--- src/rtl/gpio_pkg.sv ---
// Shared constants for the GPIO/PWM bank: register byte offsets and PWM limits.
package gpio_pkg;
  localparam logic [7:0] ADDR_DIR      = 8'h00;
  localparam logic [7:0] ADDR_OUT      = 8'h04;
  localparam logic [7:0] ADDR_IN       = 8'h08;
  localparam logic [7:0] ADDR_PWM_EN   = 8'h0C;
  localparam logic [7:0] ADDR_RISE_EN  = 8'h10;
  localparam logic [7:0] ADDR_FALL_EN  = 8'h14;
  localparam logic [7:0] ADDR_IRQ_STAT = 8'h18;
  localparam logic [7:0] PERIOD_BASE   = 8'h40;
  localparam logic [7:0] DUTY_BASE     = 8'h80;
  localparam int         PWM_W_MAX     = 16;
  localparam int         PWM_CH_MAX    = 16;
endpackage

--- src/rtl/pwm_channel.sv ---
// One PWM channel: shadow/active period and duty, free-running counter, registered compare output.
module pwm_channel
  import gpio_pkg::*;
#(
  parameter int PWM_W = 16
) (
  input  logic             clk,
  input  logic             rst_n,
  input  logic             en,
  input  logic             period_we,
  input  logic             duty_we,
  input  logic [PWM_W-1:0] wdata,
  output logic [PWM_W-1:0] period_shadow,
  output logic [PWM_W-1:0] duty_shadow,
  output logic             pwm_out
);
  localparam logic [PWM_W-1:0] ZERO = {PWM_W{1'b0}};

  logic [PWM_W-1:0] per_sh_r, duty_sh_r, per_act_r, duty_act_r, cnt_r;
  logic             pwm_r;
  logic [PWM_W:0]   cnt_inc_s;
  logic             wrap_s;

  // A zero period counts as a wrap every cycle so the shadows can still load.
  assign cnt_inc_s = {1'b0, cnt_r} + {{PWM_W{1'b0}}, 1'b1};
  assign wrap_s    = (per_act_r == ZERO) || (cnt_inc_s == {1'b0, per_act_r});

  // Shadow registers written from the bus.
  always_ff @(posedge clk or negedge rst_n) begin
    if (!rst_n) begin
      per_sh_r  <= ZERO;
      duty_sh_r <= ZERO;
    end else begin
      if (period_we) per_sh_r <= wdata;
      if (duty_we)   duty_sh_r <= wdata;
    end
  end

  // Counter, active copies and output; actives only change at a wrap or while disabled.
  always_ff @(posedge clk or negedge rst_n) begin
    if (!rst_n) begin
      cnt_r      <= ZERO;
      per_act_r  <= ZERO;
      duty_act_r <= ZERO;
      pwm_r      <= 1'b0;
    end else if (!en) begin
      cnt_r      <= ZERO;
      per_act_r  <= per_sh_r;
      duty_act_r <= duty_sh_r;
      pwm_r      <= 1'b0;
    end else begin
      pwm_r <= (per_act_r != ZERO) && (cnt_r < duty_act_r);
      if (wrap_s) begin
        cnt_r      <= ZERO;
        per_act_r  <= per_sh_r;
        duty_act_r <= duty_sh_r;
      end else begin
        cnt_r <= cnt_inc_s[PWM_W-1:0];
      end
    end
  end

  assign period_shadow = per_sh_r;
  assign duty_shadow   = duty_sh_r;
  assign pwm_out       = pwm_r;
endmodule

--- src/rtl/gpio_pwm_bank.sv ---
// GPIO bank with register bus, synchronised inputs, edge interrupts and PWM channels
// muxed onto the low pins.
module gpio_pwm_bank
  import gpio_pkg::*;
#(
  parameter int WIDTH   = 20,
  parameter int NUM_PWM = 4,
  parameter int PWM_W   = 16
) (
  input  logic             clk,
  input  logic             rst_n,
  input  logic             read_request_i,
  input  logic             write_request_i,
  input  logic [31:0]      address_i,
  input  logic [31:0]      write_data_i,
  output logic [31:0]      read_data_o,
  output logic             response_o,
  input  logic [WIDTH-1:0] gpio_i,
  output logic [WIDTH-1:0] gpio_o,
  output logic [WIDTH-1:0] gpio_oe_o,
  output logic             irq_o
);
  localparam logic [WIDTH-1:0] WZERO = {WIDTH{1'b0}};

  logic [WIDTH-1:0]   dir_r, out_r, rise_en_r, fall_en_r, irq_stat_r;
  logic [WIDTH-1:0]   sync1_r, sync2_r, sync3_r;
  logic [NUM_PWM-1:0] pwm_en_r;
  logic [1:0]         warm_r;
  logic               resp_r, irq_r;
  logic [31:0]        rdata_r, rdata_s;
  logic [WIDTH-1:0]   set_s, clr_s, irq_nxt_s, gpio_o_s, gpio_oe_s;
  logic [7:0]         addr_s;
  logic [3:0]         ch_idx_s;
  logic               ch_ok_s, per_hit_s, duty_hit_s;
  logic               wr_acc_s, rd_acc_s, acc_s;
  logic [PWM_W-1:0]   per_sh_s  [PWM_CH_MAX];
  logic [PWM_W-1:0]   duty_sh_s [PWM_CH_MAX];
  logic [PWM_CH_MAX-1:0] pwm_out_s;
  logic               unused_s;

  assign addr_s     = address_i[7:0];
  assign ch_idx_s   = addr_s[5:2];
  assign ch_ok_s    = ({1'b0, ch_idx_s} < 5'(NUM_PWM)) && (addr_s[1:0] == 2'b00);
  assign per_hit_s  = ch_ok_s && (addr_s[7:6] == PERIOD_BASE[7:6]);
  assign duty_hit_s = ch_ok_s && (addr_s[7:6] == DUTY_BASE[7:6]);
  // Requests are only taken while no response is showing; a write masks a simultaneous read.
  assign acc_s      = !resp_r && (read_request_i || write_request_i);
  assign wr_acc_s   = !resp_r && write_request_i;
  assign rd_acc_s   = !resp_r && read_request_i && !write_request_i;
  assign unused_s   = ^{address_i[31:8], write_data_i, pwm_out_s};

  for (genvar n = 0; n < PWM_CH_MAX; n++) begin : g_ch
    if (n < NUM_PWM) begin : g_on
      pwm_channel #(.PWM_W(PWM_W)) u_pwm (
        .clk           (clk),
        .rst_n         (rst_n),
        .en            (pwm_en_r[n]),
        .period_we     (wr_acc_s && per_hit_s && (ch_idx_s == 4'(n))),
        .duty_we       (wr_acc_s && duty_hit_s && (ch_idx_s == 4'(n))),
        .wdata         (write_data_i[PWM_W-1:0]),
        .period_shadow (per_sh_s[n]),
        .duty_shadow   (duty_sh_s[n]),
        .pwm_out       (pwm_out_s[n])
      );
    end else begin : g_off
      assign per_sh_s[n]  = {PWM_W{1'b0}};
      assign duty_sh_s[n] = {PWM_W{1'b0}};
      assign pwm_out_s[n] = 1'b0;
    end
  end

  // Read data multiplexer.
  always_comb begin
    rdata_s = 32'h0;
    case (addr_s)
      ADDR_DIR:      rdata_s = 32'(dir_r);
      ADDR_OUT:      rdata_s = 32'(out_r);
      ADDR_IN:       rdata_s = 32'(sync2_r);
      ADDR_PWM_EN:   rdata_s = 32'(pwm_en_r);
      ADDR_RISE_EN:  rdata_s = 32'(rise_en_r);
      ADDR_FALL_EN:  rdata_s = 32'(fall_en_r);
      ADDR_IRQ_STAT: rdata_s = 32'(irq_stat_r);
      default: begin
        if (per_hit_s) begin
          rdata_s = 32'(per_sh_s[ch_idx_s]);
        end else if (duty_hit_s) begin
          rdata_s = 32'(duty_sh_s[ch_idx_s]);
        end else begin
          rdata_s = 32'h0;
        end
      end
    endcase
  end

  // Bus response pulse and registered read data.
  always_ff @(posedge clk or negedge rst_n) begin
    if (!rst_n) begin
      resp_r  <= 1'b0;
      rdata_r <= 32'h0;
    end else begin
      resp_r  <= acc_s;
      rdata_r <= rd_acc_s ? rdata_s : 32'h0;
    end
  end

  // Input synchroniser, delayed copy and post-reset edge blanking counter.
  always_ff @(posedge clk or negedge rst_n) begin
    if (!rst_n) begin
      sync1_r <= WZERO;
      sync2_r <= WZERO;
      sync3_r <= WZERO;
      warm_r  <= 2'd0;
    end else begin
      sync1_r <= gpio_i;
      sync2_r <= sync1_r;
      sync3_r <= sync2_r;
      warm_r  <= (warm_r == 2'd3) ? 2'd3 : warm_r + 2'd1;
    end
  end

  // Edge sets win over a same-cycle write-1-to-clear.
  always_comb begin
    set_s = WZERO;
    clr_s = WZERO;
    if (warm_r == 2'd3) begin
      set_s = (sync2_r & ~sync3_r & rise_en_r) | (~sync2_r & sync3_r & fall_en_r);
    end else begin
      set_s = WZERO;
    end
    if (wr_acc_s && (addr_s == ADDR_IRQ_STAT)) begin
      clr_s = write_data_i[WIDTH-1:0];
    end else begin
      clr_s = WZERO;
    end
    irq_nxt_s = (irq_stat_r & ~clr_s) | set_s;
  end

  // Control registers and interrupt status.
  always_ff @(posedge clk or negedge rst_n) begin
    if (!rst_n) begin
      dir_r      <= WZERO;
      out_r      <= WZERO;
      pwm_en_r   <= {NUM_PWM{1'b0}};
      rise_en_r  <= WZERO;
      fall_en_r  <= WZERO;
      irq_stat_r <= WZERO;
      irq_r      <= 1'b0;
    end else begin
      irq_stat_r <= irq_nxt_s;
      irq_r      <= |irq_nxt_s;
      if (wr_acc_s) begin
        case (addr_s)
          ADDR_DIR:     dir_r     <= write_data_i[WIDTH-1:0];
          ADDR_OUT:     out_r     <= write_data_i[WIDTH-1:0];
          ADDR_PWM_EN:  pwm_en_r  <= write_data_i[NUM_PWM-1:0];
          ADDR_RISE_EN: rise_en_r <= write_data_i[WIDTH-1:0];
          ADDR_FALL_EN: fall_en_r <= write_data_i[WIDTH-1:0];
          default: ;
        endcase
      end
    end
  end

  // Pin mux: an enabled PWM channel owns its pin and always drives it.
  always_comb begin
    gpio_o_s  = out_r;
    gpio_oe_s = dir_r;
    for (int i = 0; i < NUM_PWM; i++) begin
      if (pwm_en_r[i]) begin
        gpio_o_s[i]  = pwm_out_s[i];
        gpio_oe_s[i] = 1'b1;
      end else begin
        gpio_o_s[i]  = out_r[i];
        gpio_oe_s[i] = dir_r[i];
      end
    end
  end

  assign gpio_o      = gpio_o_s;
  assign gpio_oe_o   = gpio_oe_s;
  assign irq_o       = irq_r;
  assign response_o  = resp_r;
  assign read_data_o = rdata_r;
endmodule

--- config.mk ---
export PLATFORM = sky130hd
export DESIGN_NAME = gpio_pwm_bank
export DESIGN_NICKNAME = d
export VERILOG_FILES = /design/src/rtl/gpio_pkg.sv /design/src/rtl/pwm_channel.sv /design/src/rtl/gpio_pwm_bank.sv
export SDC_FILE = /design/constraint.sdc
export NUM_CORES = 1
export LEC_CHECK = 0
export ABC_CLOCK_PERIOD_IN_PS = 3300
export BUFFER_PORTS_ARGS = -buffer_cell sky130_fd_sc_hd__buf_2
export CAP_MARGIN = 20
export CORE_ASPECT_RATIO = 1.4
export CORE_MARGIN = 2
export CORE_UTILIZATION = 35
export DETAILED_ROUTE_END_ITERATION = 8
export PLACE_DENSITY_LB_ADDON = 0.05
export SLEW_MARGIN = 20
export SYNTH_ARGS = -nofsm -noshare
export SYNTH_HDL_FRONTEND = slang
export SYNTH_SLANG_ARGS = --single-unit
--- constraint.sdc ---
create_clock -name clk -period 3.3 [get_ports clk]
set_input_delay 0.66 -clock clk [delete_from_list [all_inputs] [get_ports clk]]
set_output_delay 0.66 -clock clk [all_outputs]
set_load 0.01 [all_outputs]
## Word level (Yosys, flattened, before mapping)

Index checks and enable logic that the tools add are counted.

| word-level totals | value |
|---|---|
| flip-flop bits (word level) | 524 |
| bits of input ports | 88 |
| output and inout port bits | 74 |
| word-level logic and storage cells | 174 |

| operators by class | value |
|---|---|
| add/sub/neg operators | 5 |
| magnitude comparators | 6 |
| equality and inequality tests | 20 |
| multiplexer cells | 49 |
| bitwise operators | 11 |
| reductions and logical operators | 46 |

Operators by type and width:

| kind | number |
|---|---|
| $mux 16 | 30 |
| $pmux 20 s7 | 1 |
| $bmux 16 s4 | 2 |
| $and 20x20->20 | 5 |
| $add 16x1->17 const B | 4 |
| $eq 17x16->1 | 4 |
| $logic_not 16->1 | 4 |
| $lt 16x16->1 | 4 |
| $reduce_bool 16->1 | 4 |
| $not 20->20 | 3 |
| $mux 20 | 2 |
| $or 20x20->20 | 2 |
| $mux 32 | 1 |
| $eq 8x5->1 const B | 3 |
| $logic_and 1x1->1 | 22 |
| $reduce_or 20->1 | 1 |
| $eq 8x4->1 const B | 2 |
| $mux 1 | 12 |
| $reduce_and 2->1 | 5 |
| $eq 4x2->1 const B | 2 |
| $eq 8x3->1 const B | 1 |
| $logic_not 8->1 | 1 |
| $ne 2x1->1 const B | 4 |
| $ge 5x5->1 const B | 1 |
| other kinds (11) | 17 |

## Longest topological paths before layout

Gate-level depths: netlist (run 1).

| depth | value |
|---|---|
| depth after elaboration | 8 |
| gate-level depth with buffers | 12 |

## Cells and area by module

A second synthesis (run 1) with hierarchy kept.

| second synthesis, totals | value |
|---|---|
| cell total of the unflattened synthesis | 1,974 |
| area, all modules | 24,887.6 um2 |

By module, submodules not included:

| module | instances | cells each | area each (um2) |
|---|---|---|---|
| pwm_channel | 4 | 319 | 4,007.6 |
| gpio_pwm_bank | 1 | 698 | 8,857.2 |

## Worst setup path after synthesis (run 1)

OpenSTA, ideal clock, no wires.

| timing path | value |
|---|---|
| kind | reg-to-reg |
| start | reg g_ch[0].g_on.u_pwm.cnt_r[1] |
| end | reg g_ch[0].g_on.u_pwm.duty_act_r[12] |
| arrival time | 2.873 ns |
| required time | 3.173 ns |
| setup slack | 0.299 ns |
| stages on the path, launching flop included | 11 |
| cell sequence | dfrtp_1 > ha_1 > nand3_1 > nor3_1 > xor2_1 > a2111oi_0 > nand3_1 > o41ai_2 > buf_4 > buf_6 > mux2_1 |

| on the way | value |
|---|---|
| cells in the longest elaborated chain, start to end | 4 |

Ends and longest elaborated chain:

| item | RTL line | source |
|---|---|---|
| start, declared | pwm_channel.sv:19 | `logic [PWM_W-1:0] per_sh_r, duty_sh_r, per_act_r, duty_act_r, cnt_r;` |
| start signal, assigned | pwm_channel.sv:58 | `cnt_r <= cnt_inc_s[PWM_W-1:0];` |
| $add 16x1->17 | pwm_channel.sv:25 | `assign cnt_inc_s = {1'b0, cnt_r} + {{PWM_W{1'b0}}, 1'b1};` |
| $eq 17x16->1 | pwm_channel.sv:26 | `assign wrap_s = (per_act_r == ZERO) \|\| (cnt_inc_s == {1'b0, per_act_r});` |
| $logic_or 1x1->1 | pwm_channel.sv:26 |  |
| $ne 2x1->1 (no source line) | n/a |  |
| end signal, assigned | pwm_channel.sv:49 | `duty_act_r <= duty_sh_r;` |
| end signal, assigned | pwm_channel.sv:56 | `duty_act_r <= duty_sh_r;` |
| end, declared | pwm_channel.sv:19 |  |

Every way passes these cells.
A chain may end at the register's enable or synchronous reset.

## Final worst setup path (run 1)

| timing path | value |
|---|---|
| start | reg g_ch[0].g_on.u_pwm.cnt_r[1] |
| end | reg g_ch[0].g_on.u_pwm.per_act_r[3] |

| on the way | value |
|---|---|
| cells in the longest elaborated chain, start to end | 4 |

Ends and longest elaborated chain:

| item | RTL line | source |
|---|---|---|
| $add 16x1->17 | pwm_channel.sv:25 |  |
| $eq 17x16->1 | pwm_channel.sv:26 |  |
| $logic_or 1x1->1 | pwm_channel.sv:26 |  |
| $ne 2x1->1 (no source line) | n/a |  |
| end signal, assigned | pwm_channel.sv:48 | `per_act_r <= per_sh_r;` |
| end signal, assigned | pwm_channel.sv:55 | `per_act_r <= per_sh_r;` |
| end, declared | pwm_channel.sv:19 |  |

Every way passes these cells.

==> run_results.csv, run 1 <==
group,metric,value,unit
cells_and_area,nets,2356,
floorplanning,coreArea,70400,µm²
route,firstDrtPassIters,7,
route,dr_total_vias,16736,
floorplanning,row_count,115,
route,drtIter0Drc,826,
power,max-vdd-ir-drop,374,µV
floorplanning,die_h,320,µm
timing,setup_viol,0,
global_routing,antenna_found_initial,4,
place,place.gp.congestion,0.819,
global_routing,grt_pass1_wl,118000,µm
status,violations,"hold timing",
yosys,synth.most_common_cell,"dfrtp_1",
timing,min_period,3.09,ns
place,dp_hpwl,58000,µm
timing,whs,-0.00943,ns
floorplanning,start_util,0.354,
cells_and_area,antennaDiodeCount,0,
yosys,avgSynthCellArea,12.1,µm²
setup_path,cp_data_arrival_time,3.60,ns
clock_tree,cts_root_buf,"clkbuf_16",
setup_path,crit_fanout,32,
global_routing,gr-usage-all-layers,0.214,
cells_and_area,post-route-util,0.410,
timing,final.setup.tns,0,ns
power,power,13.5,mW
yosys,synth-seq-cells,512,
place,io_buffers,113,
yosys,synth-edff-count,0,
clock_tree,cts_buffers,55,
clock_tree,post_cts_resized,0,
setup_path,path_class,"flip-flop to flip-flop",
cells_and_area,syn_to_final_growth,15.8,%
clock_tree,numClockSinks,512,
timing,rsz0062_at_grt,"false",
clock_tree,clk_pin_slew_worst_paths,0.06,ns
timing,skew,0.0279,ns
cells_and_area,register_area,12800,µm²
floorplanning,pin_count,162,
global_routing,grt_pass1_vias,17559,
power,p_per_area,469,nW/µm²
setup_path,cp_slowest_cell,"o41ai_4",
timing,maxSlewHeadroom,0.545,
floorplanning,dieWidth,230,µm
route,antenna_left,0,
setup_path,crit_path_end_kind,"flip-flop",
setup_path,cp.required,3.81,ns
yosys,syn-cell-area,24900,µm²
clock_tree,cts_tree,"built",
clock_tree,post_cts_buffers,0,
cells_and_area,fillers,6746,
yosys,netlist_top_cells_area,"dfrtp_1 51%, mux2_2 15%, ha_1 3.2%, mux4_2 2.9%, xnor2_1 2.2%",
clock_tree,htreeDepth,2,
route,drc_errors,0,
timing,drv_slew,0,
place,place_area,27000,µm²
yosys,synth_top_cell_by_area,"dfrtp_1",
route,drt_wl_total,77400,µm
status,status,"complete, but fails checks",
power,p_leak,13.6,nW
cells_and_area,drive_gt1_frac,0.321,
yosys,synth.distinct_cells,77,
yosys,ys.flop_type,"dfrtp_1",
setup_path,rr_worst_depth,10,
yosys,synthArstFlopShare,1.00,
timing,worst_pin_slew,0.682,ns
floorplanning,design.die.area,73400,µm²
run,drv_cap,0,
global_routing,grt_max_degree,79,
clock_tree,clk_latency,0.64,ns
timing,fin_crit_sh,0.937,
route,wl_per_cell,24.3,µm
yosys,synth_top_area_frac,0.514,
yosys,synth_warnings,0,
timing,timing.final.hold_violations,2,
global_routing,gr-total-overflow,0,
route,viasPerCell,5.26,
clock_tree,clockBufferDepth,3,
timing,max_clock_freq,323,MHz
yosys,postSynthCellCount,2066,
clock_tree,hold_buffers,0,
cells_and_area,multi_input_area,11000,µm²
setup_path,start_kind,"flip-flop",
setup_path,cpPeakStageDelay,0.45,ns
setup_path,crit_chain,"ha_2, nand3_1, buf_4, nor4_1, xnor2_1, xor2_1, nand4_1, o41ai_4, buf_12, mux2_2",
min_path,hp-class,"input port to async pin",
yosys,synthTopCellsByCount,"512 x dfrtp_1, 334 x mux2_2, 136 x nand2_1",
cells_and_area,final_cell_area,28900,µm²
yosys,synth-seq-area-share,0.514,
==> stage by stage <==
step / instances / hold slack (ns) / setup WS, ns
final: 3182 / -0.00943 / 0.208
after global routing: 3182 / 0.0185 / 0.00209
after CTS: 3182 / 0.0157 / 0.108
after detailed placement: 3083 / 0.336 / 0.102
after global placement: 3083 / 0.332 / 0.0710
after floorplan: 2077 / 0.331 / 0.299
==> registers in the layout, summed over array words and instances (netlist names), 20 cells and up <==
signal and flops:
sync3_r 20, g_ch.g_on.u_pwm.duty_act_r 64, dir_r 20, rise_en_r 20
out_r 20, g_ch.g_on.u_pwm.per_act_r 64, sync2_r 20, g_ch.g_on.u_pwm.duty_shadow 64
g_ch.g_on.u_pwm.period_shadow 64, fall_en_r 20, sync1_r 20, g_ch.g_on.u_pwm.cnt_r 64
irq_stat_r 20, read_data_o 20
==> layer usage <==
metal  global-route usage  vias up  share of wire
met1                0.261     8712           0.41
met3               0.0280       92          0.033
met5                    0        -       0.000090
li1                     -     7635              -
met2                0.394      295           0.54
met4               0.0532        2          0.022
==> report_power, final <==
group          total (mW)  internal (mW)  switching (mW)
clock network        6.46           3.75            2.71
registers            6.50           6.39           0.109
logic               0.586          0.210           0.376
total                13.5           10.4            3.19
==> final cells by class <==
cell class	instances	area share
multi-input combinational	1313	0.382
timing repair buffer	226	0.0560
sequential	512	0.444
clock inverter	22	0.00971
inverter	96	0.0125
clock buffer	77	0.0551
tap	936	0.0406
==> path summary, 6_finish.rpt <==
check,startpoint,endpoint,slack (ns)
max,g_ch[0].g_on.u_pwm.cnt_r[1],g_ch[0].g_on.u_pwm.per_act_r[3],0.21
min,rst_n,g_ch[3].g_on.u_pwm.cnt_r[0],-0.009
max reg2reg,g_ch[0].g_on.u_pwm.cnt_r[1],g_ch[0].g_on.u_pwm.per_act_r[3],0.21
min reg2reg,sync1_r[3],sync2_r[3],0.35
max in group asynchronous,rst_n,g_ch[0].g_on.u_pwm.duty_act_r[10],2.36
min in group clk,gpio_i[19],sync1_r[19],0.12
==> cells in the final DEF, fill, tap and decap left out, types with 52 or more instances in the layout <==
master and count:
nand2_1 136, clkbuf_16 55, nor2_1 79, buf_4 97, dfrtp_1 512, buf_2 112
mux2_2 334, xnor2_1 64, inv_1 96, o21ai_0 52, ha_1 63
==> critical path, delay by kind of cell, from the launching register on <==
kind / cells / cell delay [ns]
adder cells (fa/ha/maj): 1 / 0.25
flip-flops: 1 / 0.36
multiplexers: 1 / 0.36
buffers and inverters: 2 / 0.45
AO/OA/AOI/OAI: 1 / 0.45
AND/OR/NAND/NOR: 3 / 0.67
XOR/XNOR: 2 / 0.40
==> kinds of logic after synthesis <==
kind of cell,after synthesis,share of synthesized area
simple gates,467,0.0993
flops,512,0.514
xor+xnor,108,0.0391
buf+inv,252,0.0479
compound gates,260,0.0718
fa+ha+maj,64,0.0321
mux,402,0.195
other cells,1,0.000150
No activity file was read; power rests on OpenSTA's default activity.
==> run 2, diff against run 1 <==
--- a/config.mk
+++ b/config.mk
@@ -6,12 +6,12 @@
 export NUM_CORES = 1
 export LEC_CHECK = 0
 export ABC_CLOCK_PERIOD_IN_PS = 3300
-export BUFFER_PORTS_ARGS = -buffer_cell sky130_fd_sc_hd__buf_2
 export CAP_MARGIN = 20
 export CORE_ASPECT_RATIO = 1.4
 export CORE_MARGIN = 2
 export CORE_UTILIZATION = 35
 export DETAILED_ROUTE_END_ITERATION = 8
+export DONT_BUFFER_PORTS = 1
 export PLACE_DENSITY_LB_ADDON = 0.05
 export SLEW_MARGIN = 20
 export SYNTH_ARGS = -nofsm -noshare
==> run 2 against run 1 <==
Against the previous run: the run ends with hold timing, slew limit left; sequential share of layout area is 1.5 points higher; global-route usage is 0.63 points lower; power fell by 4.2%; register-to-register slack lost 0.02 ns; final cell count fell by 4.6%; sequential power about the same; wire length down 1.7%; non-clock buffer count is 140 lower; worst setup slack lost 0.021 ns; critical path type unchanged; largest cell class unchanged; highest routed layer is now met4.
==> run_results.csv, run 2 (synthesis gave the netlist of run 1 again) <==
group,metric,value,unit
clock_tree,clk_latency,0.64,ns
cells_and_area,final_common_cell,"dfrtp_1",
setup_path,crit_fanout,19,
timing,fin_crit_sh,0.943,
power,p_per_area,464,nW/µm²
power,intPower,10.1,mW
clock_tree,cts_buffers,54,
power,net-switching-power,2.85,mW
cells_and_area,fillers,6705,
cells_and_area,antennaDiodeCount,0,
timing,timing.final.hold_violations,44,
clock_tree,htreeDepth,2,
power,pwr-share-seq,0.502,
clock_tree,numClockSinks,512,
cells_and_area,final_cell_mix,"512 x dfrtp_1, 334 x mux2_2, 136 x nand2_1, 96 x inv_1, 79 x nor2_1",
setup_path,crit_path_end_kind,"flip-flop",
setup_path,rr_worst_depth,11,
place,place.gp.congestion,0.860,
setup_path,cp_data_arrival_time,3.62,ns
cells_and_area,syn_to_final_growth,12.0,%
setup_path,path_class,"flip-flop to flip-flop",
power,p_leak,12.9,nW
power,power.share.clock,0.477,
clock_tree,cts_root_buf,"clkbuf_16",
status,violations,"hold timing, slew limit",
floorplanning,coreArea,70400,µm²
global_routing,grt_pass1_vias,16818,
cells_and_area,post-route-util,0.397,
route,drtIter0Drc,849,
timing,final.setup.tns,0,ns
place,dp_hpwl,54600,µm
setup_path,start_kind,"flip-flop",
global_routing,grt_max_degree,513,
timing,max_clock_freq,321,MHz
floorplanning,pin_count,162,
timing,rsz0062_at_grt,"false",
place,io_buffers,0,
route,antenna_left,0,
timing,min_period,3.11,ns
clock_tree,clockBufferDepth,3,
floorplanning,row_count,115,
setup_path,r2r_start,"g_ch[0].g_on.u_pwm.cnt_r[0]",
floorplanning,start_util,0.354,
route,firstDrtPassIters,5,
route,drc_errors,0,
route,viasPerCell,5.30,
power,p_sw_frac,0.220,
timing,setup_viol,0,
cells_and_area,drive_gt1_frac,0.273,
timing,whs,-0.219,ns
power,max-vdd-ir-drop,570,µV
global_routing,grt_pass1_wl,113000,µm
route,wl_per_cell,25.1,µm
clock_tree,clk_pin_slew_worst_paths,0.06,ns
setup_path,cp.required,3.80,ns
min_path,hp-class,"input port to async pin",
timing,drv_slew,418,
global_routing,gr-total-overflow,0,
route,dr_total_vias,16072,
setup_path,r2r_slack,0.19,ns
setup_path,r2r-end,"g_ch[0].g_on.u_pwm.per_act_r[0]",
power,comb_power_share,0.021,
global_routing,gr-usage-all-layers,0.207,
timing,worst_pin_slew,2.70,ns
global_routing,antenna_found_initial,0,
route,drt_wl_total,76100,µm
floorplanning,die_h,320,µm
floorplanning,dieWidth,230,µm
place,place_area,26100,µm²
run,drv_cap,0,
timing,skew,0.0356,ns
timing,maxSlewHeadroom,-0.800,
status,status,"complete, but fails checks",
cells_and_area,final_cell_area,27900,µm²
floorplanning,design.die.area,73400,µm²
clock_tree,cts_tree,"built",
cells_and_area,nets,2215,
-- run 2: cell count changes in the layout (fill, tap and decap cells not counted), sizes merged --
cell      before  now
buf          226   85
clkbuf        77   78
bufinv         5    4
clkinv        16    9
clkinvlp       0    2
inv           97   96
-- run 2: timing repair --
action	in CTS	in global routing
setup buffers	0	1
resized for setup	0	7
setup endpoints to repair	0	32
endpoints found under the hold margin	512	512
-- run 2: critical path: stages, from the launching register on --
cell	delay, ns
dfrtp_1	0.35
ha_1	0.21
nand3_1	0.18
buf_4	0.22
nor4_2	0.32
xnor2_1	0.22
xor2_1	0.17
nand4_1	0.16
o41ai_4	0.43
buf_4	0.22
buf_12	0.18
mux2_2	0.34
-- run 2: how the worst max path moves through the flow --
stage | startpoint | endpoint | slack [ns] | cells past startpoint
2_1_floorplan | g_ch[0].g_on.u_pwm.cnt_r[1] | g_ch[0].g_on.u_pwm.duty_act_r[12] | 0.30 | 10
3_3_place_gp | address_i[1] | irq_o | 0.18 | 9
3_5_place_dp | g_ch[0].g_on.u_pwm.cnt_r[0] | g_ch[0].g_on.u_pwm.duty_act_r[0] | 0.13 | 10
4_1_cts | g_ch[0].g_on.u_pwm.cnt_r[0] | g_ch[0].g_on.u_pwm.duty_act_r[0] | 0.11 | 10
5_1_grt | g_ch[0].g_on.u_pwm.cnt_r[0] | g_ch[0].g_on.u_pwm.per_act_r[0] | 0.01 | 11
6_report | g_ch[0].g_on.u_pwm.cnt_r[0] | g_ch[0].g_on.u_pwm.per_act_r[0] | 0.19 | 11
-- run 2: metal layers --
metal	global-route usage	vias up	share of wire
li1	-	7343	-
met1	0.251	8343	0.42
met2	0.383	284	0.53
met3	0.0302	102	0.033
met4	0.0525	0	0.023
met5	0	-	0
-- run 2: power groups by stage --
| stage | Combinational, mW | Sequential [mW] | Clock, mW |
|---|---|---|---|
| 2_1_floorplan | 0.290 | 6.56 | 0 |
| 4_1_cts | 0.277 | 6.51 | 6.39 |
| 5_1_grt | 0.300 | 6.52 | 6.61 |
| 3_5_place_dp | 0.276 | 6.62 | 0 |
| 6_report | 0.274 | 6.51 | 6.19 |
| 3_3_place_gp | 0.271 | 6.62 | 0 |
-- run 2: metrics by stage --
step / setup slack [ns] / total power [mW] / cells
finish: 0.187 / 13.0 / 3035
global route: 0.0137 / 13.4 / 3035
CTS: 0.112 / 13.2 / 3032
detailed placement: 0.128 / 6.90 / 2940
global placement: 0.180 / 6.89 / 2940
floorplan: 0.299 / 6.85 / 2077
-- run 2: area by class of cell --
class	count	area, µm²	share of cell area
Clock buffer	77	1560	0.0558
Tap cell	936	1170	0.0419
Timing Repair Buffer	86	779	0.0279
Sequential cell	512	12800	0.459
Inverter	96	360	0.0129
Multi-Input combinational cell	1313	11000	0.395
Clock inverter	15	203	0.00726
==> run 3, diff against run 2 <==
--- a/config.mk
+++ b/config.mk
@@ -5,6 +5,7 @@
 export SDC_FILE = /design/constraint.sdc
 export NUM_CORES = 1
 export LEC_CHECK = 0
+export ABC_AREA = 1
 export ABC_CLOCK_PERIOD_IN_PS = 3300
 export CAP_MARGIN = 20
 export CORE_ASPECT_RATIO = 1.4
==> run 3 against run 2 <==
Against the previous run: the flow still finishes with violations (hold timing, slew limit); first-iteration DRC count is 76% higher; synthesized area is 0.64% higher; clock skew is 0.018 ns lower; synthesized cell count is 49% higher; cell area hardly changed; critical endpoint is now g_ch[2].g_on.u_pwm.duty_act_r[2]; largest cell class unchanged; final cell count is 33% higher; maximum frequency is 23% higher; non-clock buffer count is 29 lower; register-to-register slack better by 0.58 ns; combinational power is 28% higher; global-route usage is 1.8 points higher; sequential power hardly changed.
==> run_results.csv, run 3 <==
group,metric,value,unit
yosys,synthSimpleGateAreaFrac,0.260,
power,power.share.clock,0.506,
place,place.gp.congestion,0.883,
yosys,synthArstFlopShare,1.00,
timing,timing.final.hold_violations,101,
yosys,synth_compound_area_frac,0.106,
run,drv_cap,0,
clock_tree,post_cts_buffers,0,
clock_tree,htreeDepth,2,
cells_and_area,final_cell_mix,"938 x nand2_1, 512 x dfrtp_1, 293 x o21ai_0, 286 x inv_1, 269 x nand3_1",
setup_path,start_kind,"flip-flop",
clock_tree,clk_pin_slew_worst_paths,0.06,ns
route,drt_wl_total,82200,µm
yosys,synthTopCellsByCount,"938 x nand2_1, 512 x dfrtp_1, 293 x o21ai_0",
route,firstDrtPassIters,7,
timing,max_clock_freq,394,MHz
place,io_buffers,0,
clock_tree,numClockSinks,512,
global_routing,grt_use_met2,0.398,
power,p_sw_frac,0.224,
timing,drv_slew,146,
global_routing,grt.busiest_layer,"met2",
status,status,"complete, but fails checks",
global_routing,gr-total-overflow,0,
global_routing,met1_usage,0.266,
yosys,postSynthCellCount,3086,
timing,worst_slack,0.763,ns
timing,worst_pin_slew,1.59,ns
cells_and_area,drive_gt1_frac,0.0691,
yosys,synth_top_area_frac,0.511,
global_routing,gr-usage-all-layers,0.225,
clock_tree,cts_root_buf,"clkbuf_16",
yosys,synth-edff-count,0,
clock_tree,clk_latency,0.64,ns
timing,fin_crit_sh,0.769,
setup_path,cpPeakStageDelay,0.43,ns
yosys,synthAdderAreaFrac,0.0319,
power,max-vdd-ir-drop,416,µV
global_routing,grt_pass1_vias,20787,
power,power,13.8,mW
power,pwr-share-seq,0.469,
setup_path,cp.required,3.87,ns
floorplanning,pin_count,162,
clock_tree,cts_tree,"built",
route,drtIter0Drc,1495,
yosys,synth-seq-cells,512,
timing,whs,-0.251,ns
global_routing,antenna_found_initial,3,
yosys,synth_warnings,0,
global_routing,grt_max_degree,513,
power,p_per_area,496,nW/µm²
floorplanning,row_count,116,
place,post-place-ws,0.651,ns
yosys,synth_xor_xnor_area_share,0.0112,
power,p_leak,12.8,nW
yosys,avgSynthCellArea,8.13,µm²
global_routing,grt_pass1_wl,126000,µm
min_path,hp-class,"input port to async pin",
yosys,syn-cell-area,25100,µm²
timing,rsz0062_at_grt,"false",
clock_tree,cts_buffers,56,
setup_path,crit_chain,"ha_1, nand3_1, nor2_1, nand4_1, nand3_1, nand2_1, nor2_1, nand2_1, nor2_1, nand2_2, nand2_2, buf_4, nand2_1, nand2_1",
yosys,synth_top_family_by_area,"simple AND/OR/NAND/NOR gates",
route,antenna_left,0,
route,dr_total_vias,20299,
yosys,ys.flop_type,"dfrtp_1",
timing,setup_viol,0,
cells_and_area,syn_to_final_growth,11.3,%
yosys,muxShareOfSynthArea,0,
power,intPower,10.7,mW
timing,min_period,2.54,ns
floorplanning,dieWidth,230,µm
place,dp_hpwl,59800,µm
cells_and_area,nets,3191,
yosys,netlist_top_cells_area,"dfrtp_1 51%, nand2_1 14%, o21ai_0 5.8%, nand3_1 5.4%, inv_1 4.3%",
power,comb_power_share,0.025,
timing,final.setup.tns,0,ns
setup_path,crit_path_end_kind,"flip-flop",
floorplanning,coreArea,71300,µm²
yosys,synth-seq-area-share,0.511,
cells_and_area,final_common_cell,"nand2_1",
floorplanning,die_h,321,µm
power,net-switching-power,3.10,mW
route,viasPerCell,5.04,
setup_path,path_class,"flip-flop to flip-flop",
route,drc_errors,0,
yosys,synth_top_cell_by_area,"dfrtp_1",
timing,skew,0.0181,ns
floorplanning,start_util,0.352,
clock_tree,clockBufferDepth,3,
setup_path,crit_top_cell,"nand2_1",
global_routing,met3_usage,0.0465,
yosys,synth.most_common_cell,"nand2_1",
setup_path,crit_fanout,28,
setup_path,cp_data_arrival_time,3.10,ns
yosys,synth.distinct_cells,52,
floorplanning,design.die.area,73800,µm²
route,wl_per_cell,20.4,µm
status,violations,"hold timing, slew limit",
clock_tree,post_cts_resized,0,
cells_and_area,post-route-util,0.392,
setup_path,cp_slowest_cell,"dfrtp_1",
timing,maxSlewHeadroom,-0.0580,
==> run 3: final timing paths <==
check                                             from                          endpoint  slack [ns]  cells after the start
max in group asynchronous                        rst_n  g_ch[0].g_on.u_pwm.per_act_r[15]        2.29                      0
max                        g_ch[2].g_on.u_pwm.cnt_r[0]  g_ch[2].g_on.u_pwm.duty_act_r[2]        0.76                     14
min in group clk                            gpio_i[16]                       sync1_r[16]        0.05                      0
min                                              rst_n      g_ch[3].g_on.u_pwm.cnt_r[11]       -0.25                      0
min reg2reg                                sync1_r[15]                       sync2_r[15]        0.34                      0
max reg2reg                g_ch[2].g_on.u_pwm.cnt_r[0]  g_ch[2].g_on.u_pwm.duty_act_r[2]        0.76                     14
==> run 3: through the flow <==
step | hold slack, ns | cell area (µm²) | instances
after floorplan | 0.331 | 25100 | 3097
after global placement | 0.333 | 25900 | 3925
after detailed placement | 0.335 | 25900 | 3925
after CTS | -0.288 | 27900 | 4026
after global routing | -0.300 | 27900 | 4026
final | -0.251 | 27900 | 4027
==> run 3: area by class of cell <==
type,instances,area [µm²]
Fill cell,7335,43400
Sequential cell,512,12800
Multi-Input combinational cell,2120,10300
Clock buffer,75,1610
Tap cell,944,1180
Inverter,292,1100
Timing Repair Buffer,57,440
Clock inverter,26,437
Antenna cell,1,2.50
==> run 3: logic make-up after synthesis <==
kind of cell,count (synthesis)
fa+ha+maj,64
xor+xnor,24
simple gates,1545
compound gates,475
flops,512
buf+inv,465
other cells,1
==> run 3: worst max-delay path, delay by kind of cell, from the launching register on <==
family | cells | cell delay, ns
and+or+nand+nor | 12 | 1.52
DFF | 1 | 0.43
buffers and inverters | 1 | 0.29
adders and majority gates | 1 | 0.22
==> run 3: power groups by stage <==
stage	sequential [mW]	combinational (mW)	clock [mW]
floorplan	6.55	0.269	0
global placement	6.60	0.348	0
detailed placement	6.60	0.353	0
CTS	6.49	0.354	7.20
global route	6.50	0.394	7.44
finish	6.49	0.350	7.01
==> run 3: metal layers <==
layer,part of all wire,vias up
met1,0.40,9765
met3,0.051,139
li1,-,9898
met4,0.040,0
met5,0,-
met2,0.50,497
